===== config.mk =====
export PLATFORM = sky130hd
export DESIGN_NAME = spi_reg_frontend
export DESIGN_NICKNAME = d
export VERILOG_FILES = /design/src/rtl/spi_reg_frontend.sv
export SDC_FILE = /design/constraint.sdc
export NUM_CORES = 1
export LEC_CHECK = 0
export CAP_MARGIN = 10
export CELL_PAD_IN_SITES_DETAIL_PLACEMENT = 1
export CELL_PAD_IN_SITES_GLOBAL_PLACEMENT = 2
export CORE_UTILIZATION = 33
export DETAILED_ROUTE_END_ITERATION = 8
export HOLD_SLACK_MARGIN = 0.02
export PLACE_DENSITY_LB_ADDON = 0.1
export RECOVER_POWER = 100
export SYNTH_ARGS = -nofsm -noshare
export SYNTH_HDL_FRONTEND = slang
export SYNTH_SLANG_ARGS = --single-unit
export TNS_END_PERCENT = 50

===== constraint.sdc =====
create_clock -name clk -period 2.5 [get_ports clk]
set_input_delay 0.5 -clock clk [delete_from_list [all_inputs] [get_ports clk]]
set_output_delay 0.5 -clock clk [all_outputs]
set_load 0.01 [all_outputs]

===== src/rtl/spi_reg_frontend.sv =====
// SPI write-only register front end for the PWM block.
// Resynchronises pad inputs and decodes 16-bit write frames into five registers.
module spi_reg_frontend #(
    parameter int SYNC_STAGES = 2
) (
    input  logic       clk,
    input  logic       rst,
    input  logic       sclk_in,
    input  logic       copi_in,
    input  logic       ncs_in,
    output logic [7:0] en_reg_out_7_0,
    output logic [7:0] en_reg_out_15_8,
    output logic [7:0] en_reg_pwm_7_0,
    output logic [7:0] en_reg_pwm_15_8,
    output logic [7:0] pwm_duty_cycle,
    output logic       frame_done,
    output logic       frame_err
);

    typedef enum logic [1:0] {IDLE, SHIFT, COMMIT} state_t;

    logic [SYNC_STAGES-1:0] sclk_sync, copi_sync, ncs_sync;
    logic                   sclk_d, ncs_d;
    logic                   sclk_s, copi_s, ncs_s;
    logic                   sclk_rise, ncs_fall, ncs_rise;

    state_t          state_q, state_nxt;
    logic [15:0]     shift_q, shift_nxt;
    logic [4:0]      cnt_q, cnt_nxt;
    logic [4:0][7:0] cfg_q, cfg_nxt;
    logic            done_nxt, err_nxt;

    // nCS chain resets to asserted so an in-flight frame never sees a fall
    always_ff @(posedge clk) begin
        if (rst) begin
            sclk_sync <= '0;
            copi_sync <= '0;
            ncs_sync  <= '0;
            sclk_d    <= 1'b0;
            ncs_d     <= 1'b0;
        end else begin
            sclk_sync <= {sclk_sync[SYNC_STAGES-2:0], sclk_in};
            copi_sync <= {copi_sync[SYNC_STAGES-2:0], copi_in};
            ncs_sync  <= {ncs_sync[SYNC_STAGES-2:0], ncs_in};
            sclk_d    <= sclk_s;
            ncs_d     <= ncs_s;
        end
    end

    assign sclk_s    = sclk_sync[SYNC_STAGES-1];
    assign copi_s    = copi_sync[SYNC_STAGES-1];
    assign ncs_s     = ncs_sync[SYNC_STAGES-1];
    assign sclk_rise = sclk_s & ~sclk_d;
    assign ncs_fall  = ~ncs_s & ncs_d;
    assign ncs_rise  = ncs_s & ~ncs_d;

    always_comb begin
        state_nxt = state_q;
        shift_nxt = shift_q;
        cnt_nxt   = cnt_q;
        cfg_nxt   = cfg_q;
        done_nxt  = 1'b0;
        err_nxt   = 1'b0;
        unique case (state_q)
            IDLE: begin
                if (ncs_fall) begin
                    state_nxt = SHIFT;
                    shift_nxt = '0;
                    cnt_nxt   = '0;
                end
            end
            SHIFT: begin
                if (ncs_rise) begin
                    state_nxt = COMMIT;
                end else if (sclk_rise) begin
                    if (cnt_q < 5'd16)
                        shift_nxt = {shift_q[14:0], copi_s};
                    if (cnt_q < 5'd17)
                        cnt_nxt = cnt_q + 5'd1;
                end
            end
            COMMIT: begin
                state_nxt = IDLE;
                if (cnt_q == 5'd16) begin
                    done_nxt = 1'b1;
                    if (shift_q[15] && shift_q[14:8] <= 7'd4) begin
                        for (int i = 0; i < 5; i++)
                            if (shift_q[14:8] == 7'(i))
                                cfg_nxt[i] = shift_q[7:0];
                    end
                end else begin
                    err_nxt = 1'b1;
                end
            end
            default: state_nxt = IDLE;
        endcase
    end

    always_ff @(posedge clk) begin
        if (rst) begin
            state_q    <= IDLE;
            shift_q    <= '0;
            cnt_q      <= '0;
            cfg_q      <= '0;
            frame_done <= 1'b0;
            frame_err  <= 1'b0;
        end else begin
            state_q    <= state_nxt;
            shift_q    <= shift_nxt;
            cnt_q      <= cnt_nxt;
            cfg_q      <= cfg_nxt;
            frame_done <= done_nxt;
            frame_err  <= err_nxt;
        end
    end

    assign en_reg_out_7_0  = cfg_q[0];
    assign en_reg_out_15_8 = cfg_q[1];
    assign en_reg_pwm_7_0  = cfg_q[2];
    assign en_reg_pwm_15_8 = cfg_q[3];
    assign pwm_duty_cycle  = cfg_q[4];

endmodule

; After elaboration in Yosys (flattened, before gate mapping)
; Index checks and enable logic that the tools add are counted.
[totals]
regBits = 73
in_bits = 5
out_inout_bits = 42
wordCells = 67
[classes]
n_addsub = 1
magnitude_cmp = 3
eq_ne = 13
n_mux = 15
bitwise_logic = 7
reduce_logical = 13
[op_table]
columns = op, n
row1 = $mux W16, 4
row2 = $pmux W16 S2, 1
row3 = $mux W5, 4
row4 = $reduce_and A4 Y1, 5
row5 = $eq A7 B2 Y1 const B, 2
row6 = $ne A2 B2 Y1 const B, 6
row7 = $lt A5 B5 Y1 const B, 2
row8 = $pmux W5 S2, 1
row9 = $reduce_and A5 Y1, 2
row10 = $eq A7 B1 Y1 const B, 1
row11 = $eq A7 B3 Y1 const B, 1
row12 = $le A7 B3 Y1 const B, 1
row13 = $logic_not A7 Y1, 1
row14 = $add A5 B1 Y5 const B, 1
row15 = $eq A5 B5 Y1 const B, 1
row16 = $mux W2, 2
row17 = $not A1 Y1, 4
row18 = $pmux W2 S2, 1
row19 = $and A1 B1 Y1, 3
row20 = $eq A2 B1 Y1 const B, 1
row21 = $eq A2 B2 Y1 const B, 1
row22 = $logic_not A2 Y1, 1
row23 = $mux W1, 2
row24 = $reduce_and A2 Y1, 1
row25 = other kinds (3), 3

; Logic depth before layout (Yosys ltp)
[depth]
word_depth = 5
ltp_mapped = 7
depth_no_buf = 6

; Worst setup path before layout
; No wires, ideal clock.
[synth_path]
path_type = register to register
startpoint = register cnt_q[0]
endpoint = register cfg_q (netlist bit en_reg_out_15_8[7])
setup_time_ps = 120
arrival_time_ps = 1980
required_time_ps = 2380
slack_ps = 400
stages_incl_launch_ff = 8
path_buffers = 1
period_less_slack_ps = 2100
path_cell_list = dfxtp_1 -> inv_1 -> ha_1 -> or4b_4 -> or3_4 -> or3b_1 -> buf_6 -> mux2i_1
[synth_between]
elab_chain_cells = 2
[synth_rtl]
columns = element, line_no
row1 = from (decl), 29  ; logic [4:0] cnt_q, cnt_nxt;
row2 = from (signal assigned), 110  ; cnt_q <= cnt_nxt;
row3 = $eq A5 B5 Y1, 84  ; if (cnt_q == 5'd16) begin
row4 = $reduce_and A4 Y1 (no line), -
row5 = to (signal assigned), 111  ; cfg_q <= cfg_nxt;
row6 = to (decl), 30  ; logic [4:0][7:0] cfg_q, cfg_nxt;
; Every way passes these cells.
; A chain may end at the register's enable or synchronous reset.

; Final worst setup path
[layout_path]
startpoint = register state_q[0]
endpoint = register shift_q[15]
[layout_between]
elab_chain_cells = 3
elab_cells_between_ends = 9
cone_classes = 5 x eq/ne / 1 x mux / 3 x reduce/logical
[layout_rtl]
columns = element, line_no
row1 = from (decl), 27  ; state_t state_q, state_nxt;
row2 = from (signal assigned), 108  ; state_q <= state_nxt;
row3 = $eq A2 B1 Y1 / $logic_not A2 Y1 (equally long branches), 64  ; unique case (state_q)
row4 = $ne A2 B2 Y1 (no line) / $reduce_bool A2 Y1 (equally long branches), -
row5 = $reduce_and A5 Y1 (no line), -
row6 = to (signal assigned), 109  ; shift_q <= shift_nxt;
row7 = to (decl), 28  ; logic [15:0] shift_q, shift_nxt;
; Several ways; a longest one is shown, not always the timed one.

==> metrics.json <==
{
  "cpMaxStageDelayCell": "or4_1",
  "port_buffers": 46,
  "synth_compound_gate_area_share_pct": 11.9,
  "synthToLayoutAreaGrowth_pct": 27.2,
  "irDropWorstVdd_mv": 0.257,
  "maxSlewHeadroom_pct": 29.9,
  "critPathRequiredTime_ns": 2.77,
  "fp.dieW_um": 95.3,
  "via_count": 2263,
  "fmaxAchievable_mhz": 432,
  "clock_tree_from_tritoncts": "done",
  "final-setup-viol-count": 0,
  "clock_insertion_delay_worst_skew_ns": 0.35,
  "synth-async-reset-ratio_pct": 0,
  "synth_cell_type_count": 40,
  "critical_path_peak_fanout": 11,
  "vias_in_the_first_global_route": 2229,
  "cts_root_buf": "clkbuf_8",
  "count_of_antenna_diodes_in_the_layout": 0,
  "share_of_the_synthesized_netlist_area_taken_by_xor_and_xnor_gates_pct": 0,
  "cp_data_arrival_time_ns": 2.59,
  "route.final.wire_length_um": 7030,
  "worstSetupPathType": "flop to flop",
  "h-tree-depth": 3,
  "seq_area_frac_synth_pct": 50.9,
  "place.gp.congestion": 0.764,
  "mappedNetlistNets": 290,
  "run_status": "completed",
  "num_io_pins": 47,
  "routedWlPerCell_um": 15.9,
  "synth_simple_gate_area_share_pct": 18.6,
  "synthAdderAreaFrac_pct": 0.871,
  "cts.reportedPaths.clkPinSlew_ns": 0.08,
  "layout.nets": 339,
  "avgViaCountPerCell": 5.12,
  "layout-drive-gt1-share_pct": 9.79,
  "post-cts-setup-buffers": 0,
  "worstMarginPinSlew_ns": 1.04,
  "finish.utilization_pct": 44.0,
  "setup-tns-final_ns": 0,
  "placed_cells_incl_taps": 426,
  "groute.usage.overall_pct": 17.0,
  "final_hold_violations": 0,
  "clk_path_buf_depth": 2,
  "postPlaceCellArea_um2": 3480,
  "holdCritPathClass": "flop to flop",
  "ys_warn_count": 0,
  "grt_max_degree": 50,
  "std_cell_rows": 33,
  "cp_cell_sequence": "buf_4, nor4b_1, a41oi_1, or4_1, o21ai_0",
  "initial_util_pct": 34.6,
  "end_kind": "flop",
  "ant_nets": 0,
  "clock_sink_count": 73,
  "grt.overflow.total": 0,
  "syn-mean-instance-area_um2": 10.1,
  "maxCapViolCount": 0,
  "p_leak_nw": 1.68,
  "wire_length_of_the_first_global_routing_pass_um": 11400,
  "detailedRoute.firstIterationViolations": 108,
  "yosys_reg_bits": 73,
  "yosys-mux-area-fraction_pct": 13.9,
  "peak_per_stage_delay_on_the_critical_path_ns": 0.65,
  "timing.clock.skew_ns": 0.0185,
  "synth_edf_count": 0,
  "core_area_um2": 8300,
  "layout_worst_path_cycle_share_pct": 92.7,
  "antenna_found_initial": 0,
  "fp.dieArea_um2": 9080,
  "detail_route.first_pass.iterations": 4,
  "mappedNetlistArea_um2": 2870,
  "synthesized_instance_count": 283,
  "detail_route.drc_violations": 0,
  "cts_inserted_buffers": 9,
  "final_non_filler_cell_total": 442,
  "worst_setup_path_start_kind": "flop",
  "die_height_um": 95.3,
  "dp.final_hpwl_um": 4670,
  "final-max-slew-violation-count": 0,
  "timing.final.crit_period_ns": 2.32,
  "ys_dominant_reg_cell": "dfxtp_1",
  "synth_top_family_by_area": "simple AND/OR/NAND/NOR gates",
  "power_density_nw_per_um2": 626,
  "grt_setup_unrepaired": "no",
  "final_design_area_excluding_fillers_um2": 3650,
  "fill_cells": 924
}
-- sequential cells by signal, summed over array words and instances (netlist names) --
register	cells
en_reg_pwm_7_0	8
sclk_d	1
en_reg_out_7_0	8
frame_err	1
ncs_d	1
copi_sync	2
cnt_q	5
shift_q	16
sclk_sync	2
ncs_sync	2
frame_done	1
pwm_duty_cycle	8
en_reg_pwm_15_8	8
en_reg_out_15_8	8
state_q	2
-- cells in the final DEF (no fill, tap or decap), types with 3 or more instances in the layout --
cell	instances
o211a_1	3
clkbuf_1	3
a41o_1	15
dlygate4sd3_1	43
dfxtp_1	73
nor3_1	3
nand2b_1	4
nand2_1	32
nand3_1	3
nor2_1	30
a21oi_1	12
o211ai_1	3
nor4b_1	3
clkbuf_2	5
buf_4	5
mux2i_1	40
clkdlybuf4s50_1	3
inv_1	5
clkbuf_8	11
nor2b_1	10
-- power breakdown --
| part | switching (W) | leakage [nW] | internal, W |
|---|---|---|---|
| sequential | 0.00000307 | 0.589 | 0.00117 |
| clock | 0.000443 | 0.117 | 0.000619 |
| combinational | 0.0000386 | 0.973 | 0.0000156 |
-- logic make-up (layout without fill, tap and decap cells) --
logic type | Yosys count | in the layout
AO/OA/AOI/OAI | 43 | 43
adder cells (fa/ha/maj) | 2 | 2
buffers and inverters | 25 | 79
flip-flops | 73 | 73
multiplexers | 40 | 40
AND/OR/NAND/NOR | 100 | 100
-- cell usage after synthesis, drive strengths merged, types with 2 or more instances --
cell type  instances  area share, %
nor2b             10            2.2
or3b               3           0.92
nor2              30            4.0
nand3              3           0.52
o41ai              2           0.61
mux2i             40             14
or4                3           0.83
buf                6            1.3
nand2b             4           0.87
or4b               2           0.96
nor3               3           0.52
nand2             32            4.2
inv                5           0.65
dfxtp             73             51
a21oi             12            2.1
clkbuf            14            1.8
nor4b              3           0.92
a41oi              2           0.61
o211a              3            1.0
o211ai             3           0.78
a41o              15            5.2
ha                 2           0.87
o31ai              2           0.52
-- area by class of cell --
class	instances	area (µm²)	share of cell area, %
Inverter	5	18.8	0.514
Sequential cell	73	1460	40.0
Clock inverter	4	73.8	2.02
Multi-Input combinational cell	185	1280	35.1
Timing Repair Buffer	58	531	14.5
Tap cell	105	131	3.60
Clock buffer	12	155	4.25
-- final timing paths --
kind / slack, ns / endpoint / depth (start not counted) / startpoint
worst min-delay path: 0.44 / sclk_sync[1] / 1 / sclk_sync[0]
worst max register to register: 0.18 / shift_q[15] / 5 / state_q[0]
worst max-delay path: 0.18 / shift_q[15] / 5 / state_q[0]
worst min register to register: 0.44 / sclk_sync[1] / 1 / sclk_sync[0]
-- what timing repair did --
| item | CTS | global route |
|---|---|---|
| hold buffers | 0 | 0 |
| setup endpoints to repair | 0 | 3 |
| resized for setup | 0 | 1 |
-- critical path: cells and delay by family, from the launching register on --
kind	cells	cell delay, ns
flip-flops	1	0.33
AND/OR/NAND/NOR	2	1.29
AO/OA/AOI/OAI	2	0.46
buffers and inverters	1	0.17
-- stage by stage --
| stage | total power, W | hold WS, ns | setup slack, ns |
|---|---|---|---|
| after detailed placement | 0.00126 | 0.428 | 0.117 |
| after global placement | 0.00126 | 0.417 | 0.126 |
| after global routing | 0.00238 | 0.463 | 0.0453 |
| final | 0.00229 | 0.442 | 0.183 |
| after CTS | 0.00233 | 0.448 | 0.0777 |
| after floorplan | 0.00123 | 0.414 | 0.400 |
-- routing by layer --
metal / GRT usage (%) / routed length, µm / up-vias
li1: - / - / 1107
met1: 23.6 / 3650 / 1099
met2: 24.5 / 2950 / 48
met3: 4.47 / 303 / 9
met4: 7.58 / 121 / 0
met5: 0 / 0 / -
(Power assumes the default switching activity.)
==> RTL edit 1 (same settings) <==
Register the inputs `copi_in` and `ncs_in` before use, cleared by the reset. The logic sees them one clock later.
--- a/src/rtl/spi_reg_frontend.sv
+++ b/src/rtl/spi_reg_frontend.sv
@@ -19,4 +19,17 @@
 
     typedef enum logic [1:0] {IDLE, SHIFT, COMMIT} state_t;
+
+    logic copi_q;
+    logic ncs_q;
+
+    always_ff @(posedge clk) begin
+        if (rst) begin
+            copi_q <= '0;
+            ncs_q  <= '0;
+        end else begin
+            copi_q <= copi_in;
+            ncs_q  <= ncs_in;
+        end
+    end
 
     logic [SYNC_STAGES-1:0] sclk_sync, copi_sync, ncs_sync;
@@ -41,6 +54,6 @@
         end else begin
             sclk_sync <= {sclk_sync[SYNC_STAGES-2:0], sclk_in};
-            copi_sync <= {copi_sync[SYNC_STAGES-2:0], copi_in};
-            ncs_sync  <= {ncs_sync[SYNC_STAGES-2:0], ncs_in};
+            copi_sync <= {copi_sync[SYNC_STAGES-2:0], copi_q};
+            ncs_sync  <= {ncs_sync[SYNC_STAGES-2:0], ncs_q};
             sclk_d    <= sclk_s;
             ncs_d     <= ncs_s;
Formal check against the unedited RTL: not equivalent (Yosys sat finds a counterexample within 10 cycles, from zero or initial values and one cycle with rst high).
==> RTL edit 1 against the unedited design <==
- sequential cell count rose by 2
- critical endpoint is now en_reg_out_15_8[0]
- die area rose by 1.3%
- worst setup slack got worse by 0.046 ns
- power rose by 0.18%
- final area rose by 1.7%
- via count fell by 0.40%
- area after synthesis rose by 1.3%
- routed wire length fell by 2.7%
- critical path type unchanged
==> RTL edit 1: results (changes against the unedited design) <==
- The cell chosen for the clock root is sky130_fd_sc_hd__clkbuf_8 (unchanged).
- Cell types occupying the most area after synthesis: sky130_fd_sc_hd__dfxtp_1 (52%), sky130_fd_sc_hd__mux2i_1 (14%), sky130_fd_sc_hd__nand2b_1 (5.8%) (was sky130_fd_sc_hd__dfxtp_1 (51%), sky130_fd_sc_hd__mux2i_1 (14%), sky130_fd_sc_hd__a41o_1 (5.2%)).
- The sequential-to-total area share from yosys stat is 51.61% (was 50.89%).
- The iteration-0 DRC count of the detailed router is 50 (was 108).
- Status: finished clean (unchanged).
- The setup slack on the worst flop-to-flop path was 0.14 ns (was 0.18 ns).
- The number of fill cells is 961 (was 924).
- The most flop-heavy register is shift_q (unchanged).
- The leakage dissipation is 1.479 nW (was 1.679 nW).
- The delay of the slowest cell on the worst path is 0.59 ns (was 0.65 ns).
- The worst-case clock skew is 0.007083 ns (was 0.01848 ns).
- The number of vias per cell after detailed routing is 5.009 (was 5.120).
- The total nets after synthesis was 296 (was 290).
- Synth top cells by count: sky130_fd_sc_hd__dfxtp_1 (75), sky130_fd_sc_hd__mux2i_1 (40), sky130_fd_sc_hd__nor2_1 (31), sky130_fd_sc_hd__nand2b_1 (27) (was sky130_fd_sc_hd__dfxtp_1 (73), sky130_fd_sc_hd__mux2i_1 (40), sky130_fd_sc_hd__nand2_1 (32), sky130_fd_sc_hd__nor2_1 (29), sky130_fd_sc_hd__a41o_1 (15)).
- The post-cts gate resize count is 0 (unchanged).
- The placement-stage cell area was 3508 um^2 (was 3482 um^2).
- The number of flip-flops in the largest register is 16 (unchanged).
- The number of nets at the end of the flow is 347 (was 339).
- The count of unique library cells instantiated by Yosys is 37 (was 40).
- The share of cells above drive strength 1 came to 8.406% (was 9.792%).
- The switching power summed over all nets came to 0.5039 mW (was 0.4851 mW).
- The final critical delay including setup and external delays is 2.363 ns (was 2.317 ns).
- The routed wirelength normalized by instance count is 15.21 um (was 15.91 um).
- The HPWL after detailed placement came to 4.726 mm (was 4.667 mm).
- The cell at the slowest stage of the critical path is sky130_fd_sc_hd__or3b_1 (was sky130_fd_sc_hd__or4_1).
- The via count of the first global-routing pass is 2124 (was 2229).
- The minimum setup slack after placement came to 0.1490 ns (was 0.1172 ns).
- The first-pass GRT wire length is 10.98 mm (was 11.43 mm).
- The worst min-delay path class is flop to flop (unchanged).
- The data arrival time of the critical path came to 2.58 ns (was 2.59 ns).
- The commonest non-fill, non-tap cell in the layout is sky130_fd_sc_hd__dfxtp_1 (unchanged).
- The top fanout value on the critical path is 8 (was 11).
- The peak supply drop was 0.2518 mV (was 0.2574 mV).
- The TritonCTS buffer count is 9 (unchanged).
- The total inserted antenna cells is 0 (unchanged).
- The largest net degree at the start of global routing was 37 (was 50).
- The count of TritonRoute iterations in the first routing pass is 4 (unchanged).
- The relative slew slack came to 13.61% (was 29.88%).
- The final worst hold slack is 0.4479 ns (was 0.4424 ns).
- The total global-route track usage came to 16.08% (was 17.00%).
- The final weighted congestion of routability-driven global placement was 0.7456 (was 0.7643).
-- RTL edit 1: power groups by stage --
stage / Sequential [mW] / Clock (mW) / Combinational (mW)
floorplan: 1.23 / 0 / 0.0342
global placement: 1.23 / 0 / 0.0506
detailed placement: 1.23 / 0 / 0.0504
CTS: 1.20 / 1.08 / 0.0507
global route: 1.20 / 1.13 / 0.0544
finish: 1.20 / 1.04 / 0.0488
-- RTL edit 1: cell type report --
| cell class | count | share of cell area, % |
|---|---|---|
| flip-flops and latches | 75 | 40.39 |
| multi-input cells | 194 | 35.88 |
| repair buffers | 57 | 13.87 |
| well taps | 105 | 3.534 |
| clock buffers | 9 | 3.332 |
| clock inverters | 7 | 2.693 |
| inverters | 3 | 0.3029 |
-- RTL edit 1: path summary, 6_finish.rpt --
check        cells after the start          from                 end
min reg2reg                      1  sclk_sync[0]        sclk_sync[1]
max reg2reg                      6      cnt_q[0]  en_reg_out_15_8[0]
min                              1  sclk_sync[0]        sclk_sync[1]
max                              6      cnt_q[0]  en_reg_out_15_8[0]
-- RTL edit 1: per-stage QoR --
stage          power [mW]  instances  utilization, %
2_1_floorplan       1.265        289               -
3_3_place_gp        1.282        433           41.86
3_5_place_dp        1.282        433           41.86
4_1_cts             2.333        449           44.53
5_1_grt             2.387        450           44.35
6_report            2.292        450           44.35
-- RTL edit 1: cells by family after synthesis --
kind of cell | synth area share [%]
buffers and inverters | 2.752
and+or+nand+nor | 23.79
AOI/OAI and AO/OA | 7.226
muxes | 13.76
adders and majority gates | 0.8601
DFF | 51.61
-- RTL edit 1: worst max-delay path, delay by kind of cell (launching register included) --
kind                       cells  cell delay, ns
DFF                            1            0.37
buffers and inverters          1            0.08
adders and majority gates      1            0.16
and+or+nand+nor                3            1.45
muxes                          1            0.20
-- RTL edit 1: per-layer routing --
layer	wire [um]	global-route usage [%]
met4	105	7.090
met3	234	4.107
met1	3664	22.40
met2	2839	23.27
met5	0	0
==> RTL edit 2 (config.mk and constraints unchanged) <==
Without the edit above. `SYNC_STAGES`: 2 -> 4.
--- a/src/rtl/spi_reg_frontend.sv
+++ b/src/rtl/spi_reg_frontend.sv
@@ -2,5 +2,5 @@
 // Resynchronises pad inputs and decodes 16-bit write frames into five registers.
 module spi_reg_frontend #(
-    parameter int SYNC_STAGES = 2
+    parameter int SYNC_STAGES = 4
 ) (
     input  logic       clk,
Check against the original RTL: not equivalent (a bounded check fails within 10 cycles, from zero or initial values and one cycle with rst high).
==> RTL edit 2 against the unedited design <==
- routed wire length shrank 2.3%
- power shrank 2.7%
- combinational power shrank 9.6%
- final area shrank 0.38%
- largest cell class unchanged
- synthesized cell count grew 3.2%
- sequential cell count grew 6
- sequential power grew 9%
- sequential share of layout area grew 3.5 points
- hold slack gained 0.00051 ns
- critical path type unchanged
- area after synthesis grew 0.22%
- worst setup slack gained 0.076 ns
==> RTL edit 2: results (changes against the unedited design) <==
- The cell count after placement is 434 (was 426).
- The number of vias per cell after detailed routing came to 4.809 (was 5.120).
- The wire length on met1 was 3.474 mm (was 3.652 mm).
- The routed wirelength normalized by instance count came to 15.27 um (was 15.91 um).
- The number of fill cells was 943 (was 924).
- The delay of the slowest cell on the worst path is 0.51 ns (was 0.65 ns).
- The count of unique library cells instantiated by Yosys was 35 (was 40).
- Synth top cells by count: sky130_fd_sc_hd__dfxtp_1 (79), sky130_fd_sc_hd__nor2_1 (45), sky130_fd_sc_hd__mux2i_1 (41), sky130_fd_sc_hd__nand2_1 (22), sky130_fd_sc_hd__a21oi_1 (18) (was sky130_fd_sc_hd__dfxtp_1 (73), sky130_fd_sc_hd__mux2i_1 (40), sky130_fd_sc_hd__nand2_1 (32), sky130_fd_sc_hd__nor2_1 (29), sky130_fd_sc_hd__a41o_1 (15)).
- The sequential-to-total area share from yosys stat was 54.96% (was 50.89%).
- The largest net degree at the start of global routing came to 54 (was 50).
- The final cell count without fillers is 450 (was 442).
- The total global-route track usage is 16.91% (was 17.00%).
- The minimum setup slack after placement came to 0.2608 ns (was 0.1172 ns).
- The number of instances in the synthesized netlist was 292 (was 283).
- The cell at the slowest stage of the critical path is sky130_fd_sc_hd__clkbuf_1 (was sky130_fd_sc_hd__or4_1).
- The relative slew slack is 15.57% (was 29.88%).
- The iteration-0 DRC count of the detailed router was 45 (was 108).
- The number of nets at the end of the flow came to 347 (was 339).
- The leakage dissipation was 1.505 nW (was 1.679 nW).
- Cell types occupying the most area after synthesis: sky130_fd_sc_hd__dfxtp_1 (55%), sky130_fd_sc_hd__mux2i_1 (14%), sky130_fd_sc_hd__nor2_1 (5.9%) (was sky130_fd_sc_hd__dfxtp_1 (51%), sky130_fd_sc_hd__mux2i_1 (14%), sky130_fd_sc_hd__a41o_1 (5.2%)).
- The total nets after synthesis came to 299 (was 290).
- The peak supply drop is 0.2023 mV (was 0.2574 mV).
- The switching share of power is 23.52% (was 21.20%).
- Status: finished clean (unchanged).
- The met1 capacity usage during global routing is 22.35% (was 23.57%).
- The worst-case clock skew is 0.008458 ns (was 0.01848 ns).
- The final weighted congestion of routability-driven global placement is 0.6937 (was 0.7643).
- The total met3 wirelength after detailed routing is 216 um (was 303 um).
- The share of cells above drive strength 1 is 7.826% (was 9.792%).
- The first-pass GRT wire length is 11.35 mm (was 11.43 mm).
## RTL edit 2: cell types whose count changed in the layout (fill, tap and decap cells not counted), sizes merged, moves of 7 or more
cell / delta
a41o: -15
nand2: -10
nand3: +14
nor2: +16
nor2b: +7
## RTL edit 2: per-stage QoR
step | hold slack, ns | cell area, um^2
finish | 0.4429 | 3640
global route | 0.4623 | 3640
detailed placement | 0.4274 | 3462
CTS | 0.4487 | 3656
floorplan | 0.4138 | 2878
global placement | 0.4171 | 3462
## RTL edit 2: layout make-up
cell class              instances  area (um^2)  area share (%)
flip-flops and latches         79         1582           43.45
well taps                     105        131.4           3.609
multi-input cells             192         1201           33.00
inverters                       4        15.01          0.4125
clock inverters                 5        42.54           1.169
repair buffers                 54        516.7           14.20
clock buffers                  11        151.4           4.160
## RTL edit 2: cell families (layout without fill, tap and decap cells)
logic type	count (synthesis)	after routing	share of synthesized area (%)
AOI/OAI and AO/OA	27	27	5.479
muxes	42	42	14.65
buffers and inverters	21	74	3.130
and+or+nand+nor	120	120	20.61
adders and majority gates	2	2	0.8694
xor gates and xnor gates	1	1	0.3044
DFF	79	79	54.96
## RTL edit 2: final timing paths
path / startpoint / endpoint / slack, ns / cells past startpoint
setup / recovery: cnt_q[1] / en_reg_pwm_15_8[7] / 0.26 / 8
hold / removal: copi_sync[0] / copi_sync[1] / 0.44 / 1
setup reg to reg: cnt_q[1] / en_reg_pwm_15_8[7] / 0.26 / 8
hold reg to reg: copi_sync[0] / copi_sync[1] / 0.44 / 1
## RTL edit 2: power by group through the flow
stage	registers [mW]	clock network (mW)	logic [mW]
CTS	1.27	0.956	0.0505
floorplan	1.30	0	0.0324
finish	1.27	0.910	0.0490
detailed placement	1.30	0	0.0505
global route	1.27	1.01	0.0555
global placement	1.30	0	0.0497
